[src/rtl/vga_timing_gen.sv]
// Raster timing for the tic-tac-toe renderer: pixel-tick divider, x/y scan
// counters, active-video decode and HSYNC/VSYNC delayed to line up with colour.
module vga_timing_gen #(
  parameter int unsigned CLK_DIV  = 4,
  parameter int unsigned H_ACTIVE = 640,
  parameter int unsigned H_FP     = 16,
  parameter int unsigned H_SYNC   = 96,
  parameter int unsigned H_BP     = 48,
  parameter int unsigned V_ACTIVE = 480,
  parameter int unsigned V_FP     = 10,
  parameter int unsigned V_SYNC   = 2,
  parameter int unsigned V_BP     = 33,
  parameter int unsigned PIPE_DLY = 2
) (
  input  logic       clk,
  input  logic       reset_n,
  output logic       pix_tick,
  output logic [9:0] x,
  output logic [9:0] y,
  output logic       en,
  output logic       hsync,
  output logic       vsync,
  output logic       frame_start
);

  localparam int unsigned H_TOTAL = H_ACTIVE + H_FP + H_SYNC + H_BP;
  localparam int unsigned V_TOTAL = V_ACTIVE + V_FP + V_SYNC + V_BP;

  localparam logic [9:0] H_LAST     = 10'(H_TOTAL - 1);
  localparam logic [9:0] V_LAST     = 10'(V_TOTAL - 1);
  localparam logic [9:0] H_ACT      = 10'(H_ACTIVE);
  localparam logic [9:0] V_ACT      = 10'(V_ACTIVE);
  localparam logic [9:0] H_SYNC_BEG = 10'(H_ACTIVE + H_FP);
  localparam logic [9:0] H_SYNC_END = 10'(H_ACTIVE + H_FP + H_SYNC);
  localparam logic [9:0] V_SYNC_BEG = 10'(V_ACTIVE + V_FP);
  localparam logic [9:0] V_SYNC_END = 10'(V_ACTIVE + V_FP + V_SYNC);

  localparam int unsigned          DIV_W    = (CLK_DIV > 1) ? $clog2(CLK_DIV) : 1;
  localparam logic [DIV_W-1:0]     DIV_LAST = DIV_W'(CLK_DIV - 1);

  logic [DIV_W-1:0] r_div_cnt;
  logic             r_pix_tick;
  logic [9:0]       r_x;
  logic [9:0]       r_y;
  logic             r_frame_start;

  logic             w_div_last;
  logic             w_x_last;
  logic             w_y_last;
  logic             w_hs_raw;
  logic             w_vs_raw;
  logic [1:0]       w_sync_raw;

  assign w_div_last = (r_div_cnt == DIV_LAST);
  assign w_x_last   = (r_x == H_LAST);
  assign w_y_last   = (r_y == V_LAST);

  // Tick is registered from the terminal count, so the first tick after
  // reset release lands CLK_DIV clocks later.
  always_ff @(posedge clk or negedge reset_n) begin
    if (!reset_n) begin
      r_div_cnt  <= '0;
      r_pix_tick <= 1'b0;
    end else begin
      if (w_div_last) begin
        r_div_cnt <= '0;
      end else begin
        r_div_cnt <= r_div_cnt + DIV_W'(1);
      end
      r_pix_tick <= w_div_last;
    end
  end

  always_ff @(posedge clk or negedge reset_n) begin
    if (!reset_n) begin
      r_x           <= '0;
      r_y           <= '0;
      r_frame_start <= 1'b0;
    end else begin
      r_frame_start <= r_pix_tick && w_x_last && w_y_last;
      if (r_pix_tick) begin
        if (w_x_last) begin
          r_x <= '0;
          if (w_y_last) begin
            r_y <= '0;
          end else begin
            r_y <= r_y + 10'd1;
          end
        end else begin
          r_x <= r_x + 10'd1;
        end
      end
    end
  end

  assign w_hs_raw   = !((r_x >= H_SYNC_BEG) && (r_x < H_SYNC_END));
  assign w_vs_raw   = !((r_y >= V_SYNC_BEG) && (r_y < V_SYNC_END));
  assign w_sync_raw = {w_vs_raw, w_hs_raw};

  // Syncs are delayed by the renderer's colour latency; the line runs every
  // clk, independent of the pixel tick.
  generate
    if (PIPE_DLY == 0) begin : g_nodly
      assign {vsync, hsync} = w_sync_raw;
    end else begin : g_dly
      logic [PIPE_DLY-1:0][1:0] r_sync_pipe;

      always_ff @(posedge clk or negedge reset_n) begin
        if (!reset_n) begin
          r_sync_pipe <= '1;
        end else begin
          r_sync_pipe[0] <= w_sync_raw;
          for (int unsigned i = 1; i < PIPE_DLY; i++) begin
            r_sync_pipe[i] <= r_sync_pipe[i-1];
          end
        end
      end

      assign {vsync, hsync} = r_sync_pipe[PIPE_DLY-1];
    end
  endgenerate

  assign pix_tick    = r_pix_tick;
  assign x           = r_x;
  assign y           = r_y;
  assign en          = (r_x < H_ACT) && (r_y < V_ACT);
  assign frame_start = r_frame_start;

endmodule

[config.mk]
export PLATFORM = sky130hd
export DESIGN_NAME = vga_timing_gen
export DESIGN_NICKNAME = d
export VERILOG_FILES = /design/src/rtl/vga_timing_gen.sv
export SDC_FILE = /design/constraint.sdc
export NUM_CORES = 1
export LEC_CHECK = 0
export BUFFER_PORTS_ARGS = -buffer_cell sky130_fd_sc_hd__clkbuf_2
export CORE_MARGIN = 2
export CORE_UTILIZATION = 37
export DETAILED_ROUTE_END_ITERATION = 8
export HOLD_SLACK_MARGIN = 0.06
export SLEW_MARGIN = 20
export SYNTH_ARGS = -nofsm -noshare
export SYNTH_HDL_FRONTEND = slang
export SYNTH_SLANG_ARGS = --single-unit
[constraint.sdc]
create_clock -name clk -period 2.1 [get_ports clk]
set_input_delay 0.42 -clock clk [delete_from_list [all_inputs] [get_ports clk]]
set_output_delay 0.42 -clock clk [all_outputs]
set_load 0.05 [all_outputs]
# After elaboration in Yosys (flattened, before gate mapping)
# Cells that the tools add are included.
# totals
register_bits,28
inputBits,2
wordCells,30
# op_classes
addsub,3
order_cmp,6
n_eq_ne,3
n_mux,3
n_reduce_logical,8
# op_table
operator,n
$add 10x1->10 const B,2
$eq 10x10->1 const B,2
$lt 10x10->1 const B,2
$lt 10x9->1 const B,2
$mux 10,2
$ge 10x10->1 const B,1
$ge 10x9->1 const B,1
$logic_and 1x1->1,5
$add 2x1->2 const B,1
$eq 2x2->1 const B,1
$logic_not 1->1,2
$mux 2,1
$reduce_and 2->1,1

# Logic depth before layout (Yosys ltp)
# logic_depth
word_depth,3
depth_mapped,6

# Worst setup path before layout
# Ideal clock, no wire load.
# synth_path
kind,flip-flop to output port
from,register r_y[5] (netlist: y[5])
to,output en
t_arrival_ps,1535
required_ps,1680
slack_ps,145
path_stages_with_launch,4
n_path_buf,0
path_cell_list,dfrtp_1 -> nand4_1 -> nand2_1 -> nor2_1
# synth_between
elab_chain_len,2
# synth_rtl
item,line_no,source
from (decl),44,logic [9:0] r_y;
from (signal assigned),87,r_y <= r_y + 10'd1;
$lt 10x9->1,126,assign en = (r_x < H_ACT) && (r_y < V_ACT);
$logic_and 1x1->1,126,
to (decl),20,"output logic en,"
# No other way between the ends.

# Final worst setup path
# layout_path
from,register r_x[7] (netlist: x[7])
to,output en
# layout_between
elab_chain_len,2
# layout_rtl
item,line_no,source
from (decl),43,logic [9:0] r_x;
from (signal assigned),90,r_x <= r_x + 10'd1;
$lt 10x10->1,126,
$logic_and 1x1->1,126,
# No other way between the ends.

==> flow_metrics.py <==
metrics = {
    "status": {
        "status": "finished, final reports clean",
    },
    "final_layout": {
        "area_delta_synth_final_pct": 14.0,
        "fillers": 324,
        "layout.area.seq_um2": 706,
        "multi_input_area_um2": 586,
        "fin_area_um2": 1520,
        "diodes": 0,
        "nets": 157,
        "layout-drive-gt1-share_pct": 27.2,
    },
    "clock_network": {
        "cts_resized": 0,
        "cts_setup_buffers": 0,
        "cts_root_buf": "clkbuf_4",
        "numCtsBuffers": 3,
        "clock_latency_ns": 0.32,
        "clk_path_buf_depth": 2,
        "htreeDepth": 1,
        "numClockSinks": 28,
        "tritoncts": "built",
        "clkTransAtPathRegs_ns": 0.14,
        "hold_buffers": 0,
    },
    "job": {
        "drv_cap": 0,
    },
    "timing": {
        "slew_headroom_pct": 55.8,
        "finalHoldViolations": 0,
        "setup_viol": 0,
        "skew_ns": 0.00497,
        "setup_slack_ns": 0.230,
        "period_needed_ns": 1.87,
        "rsz0062_at_grt": "no",
        "worst_slew_pin_slew_ns": 0.663,
        "fmax_mhz": 535,
        "period_share_pct": 89.1,
        "maxSlewViolCount": 0,
        "whs_ns": 0.0969,
        "setup_tns_ns": 0,
    },
    "logic_synthesis": {
        "synth.distinct_cells": 35,
        "ys_seq_elements": 28,
        "syn_avg_cell_area_um2": 11.1,
        "synth.area.top_cells": "dfrtp_1 (45%), dfstp_2 (7.9%), ha_1 (5.6%)",
        "seq_area_frac_synth_pct": 52.8,
        "synth_nets": 128,
        "synth.cell_area_um2": 1340,
        "ys.flop_type": "dfrtp_1",
        "netlist_top_cells_count": "dfrtp_1 (24), nand2_1 (11), nand3_1 (9), nor2_1 (8)",
        "yosysMostFrequentCell": "dfrtp_1",
        "synth_top_area_share_pct": 44.9,
        "synthCells": 120,
        "synth_area_leader_cell": "dfrtp_1",
        "synth_edf_count": 0,
        "yosysWarnings": 0,
        "async_flop_share_pct": 100,
    },
    "worst_hold_path": {
        "hold_class": "in -> async",
    },
    "global_routing": {
        "first_global_vias": 965,
        "grt_overflow_total": 0,
        "grt_pass1_wl_um": 4490,
        "antenna_found_initial": 0,
        "grt_max_degree": 29,
        "grt_use_total_pct": 13.6,
    },
    "floorplan": {
        "design.die.area_um2": 4110,
        "die_height_um": 64.1,
        "core_um2": 3390,
        "num_rows": 21,
        "start_util_pct": 39.4,
        "fp.dieW_um": 64.1,
        "num_io_pins": 27,
    },
    "detailed_routing": {
        "dr_wl_met3_um": 91,
        "vias": 980,
        "drc": 0,
        "viasPerCell": 5.08,
        "drt-pass1-iter-count": 2,
        "top_layer": "met4",
        "wl_met2_um": 1220,
        "wl_met1_um": 1220,
        "antenna_left": 0,
        "totalWireLength_um": 2560,
        "dr.first_iter.drc_count": 22,
        "wl_per_cell_um": 13.3,
    },
    "critical_path": {
        "cp.required_ns": 1.68,
        "reg2regPathDepth": 5,
        "start_kind": "flop",
        "worstSetupEndpointType": "output pin",
        "worstSetupPathType": "reg -> out",
        "arrival_ns": 1.45,
        "crit_path_max_fanout": 7,
    },
    "power": {
        "pwr-share-seq_pct": 70.5,
        "p_int_uw": 608,
        "switchingPower_uw": 158,
        "swShare_pct": 20.6,
        "clockPowerShare_pct": 28.2,
        "p_leak_nw": 0.763,
        "p_per_area_nw_per_um2": 502,
        "peakVddDrop_uv": 227,
        "pwr-share-comb_pct": 1.3,
    },
    "placed_design": {
        "placed_area_um2": 1500,
        "place.gp.congestion": 0.830,
        "io_buffers": 26,
        "dpl_worst_slack_ns": 0.284,
        "dpl.hpwl_um": 1870,
    },
}
final timing paths:
check / startpoint / endpoint / slack [ns]
setup / recovery: x[7] / en / 0.23
hold / removal: reset_n / x[4] / 0.1
setup reg to reg: x[0] / y[4] / 0.23
hold reg to reg: g_dly.r_sync_pipe[0] / hsync / 0.37
max in group asynchronous: reset_n / y[5] / 1.58
min in group clk: g_dly.r_sync_pipe[0] / hsync / 0.37
metal layers:
metal  GRT usage, %  vias to the layer above
li1               -                      484
met2           22.3                       13
met3           2.46                        4
met1           18.5                      479
met4           3.99                        0
met5              0                        -
critical path, cell delays in order, from the launching register on:
cell and delay (ns):
dfrtp_1 0.48, o21ai_0 0.21, nand2_1 0.08, nor2_1 0.08
clkbuf_2 0.28
through the flow:
| stage | std cells | util, % | power (mW) |
|---|---|---|---|
| after floorplan | 120 | - | 0.550 |
| final | 193 | 45.0 | 0.765 |
| after detailed placement | 190 | 44.3 | 0.561 |
| after global routing | 193 | 45.0 | 0.806 |
| after CTS | 193 | 45.0 | 0.777 |
| after global placement | 190 | 44.3 | 0.561 |
cells in the final DEF (no fill, tap or decap), types with 5 or more instances in the layout:
cell       n
clkbuf_2  26
dfrtp_1   24
nand2_1   11
nand3_1    9
nor2_1     8
xnor2_1    6
ha_1       6
o21ai_0    5
xor2_1     5
flip-flops by register name (all words and copies together), names as in the netlist:
signal             flops
x                     10
hsync                  1
y                     10
g_dly.r_sync_pipe      2
r_div_cnt              2
frame_start            1
pix_tick               1
vsync                  1
kinds of logic after synthesis:
family                   share of synthesized area, %
flip-flops                                       52.8
multiplexers                                     2.34
AO/OA/AOI/OAI                                    5.71
adder cells (fa/ha/maj)                          5.62
buffers and inverters                            3.37
AND/OR/NAND/NOR                                  22.9
XOR/XNOR                                         7.21
power groups by stage:
stage / sequential, mW / clock [mW] / combinational (mW)
finish: 0.540 / 0.215 / 0.0102
global route: 0.540 / 0.253 / 0.0131
detailed placement: 0.549 / 0 / 0.0115
global placement: 0.549 / 0 / 0.0115
floorplan: 0.550 / 0 / 0.000000284
CTS: 0.540 / 0.226 / 0.0115
cell type report:
type,count,share of cell area [%]
Timing Repair Buffer,27,9.03
Inverter,4,0.985
Tap cell,46,3.78
Sequential cell,28,46.3
Clock buffer,3,1.48
Multi-Input combinational cell,85,38.4
Power figures use the tool's default switching activity.
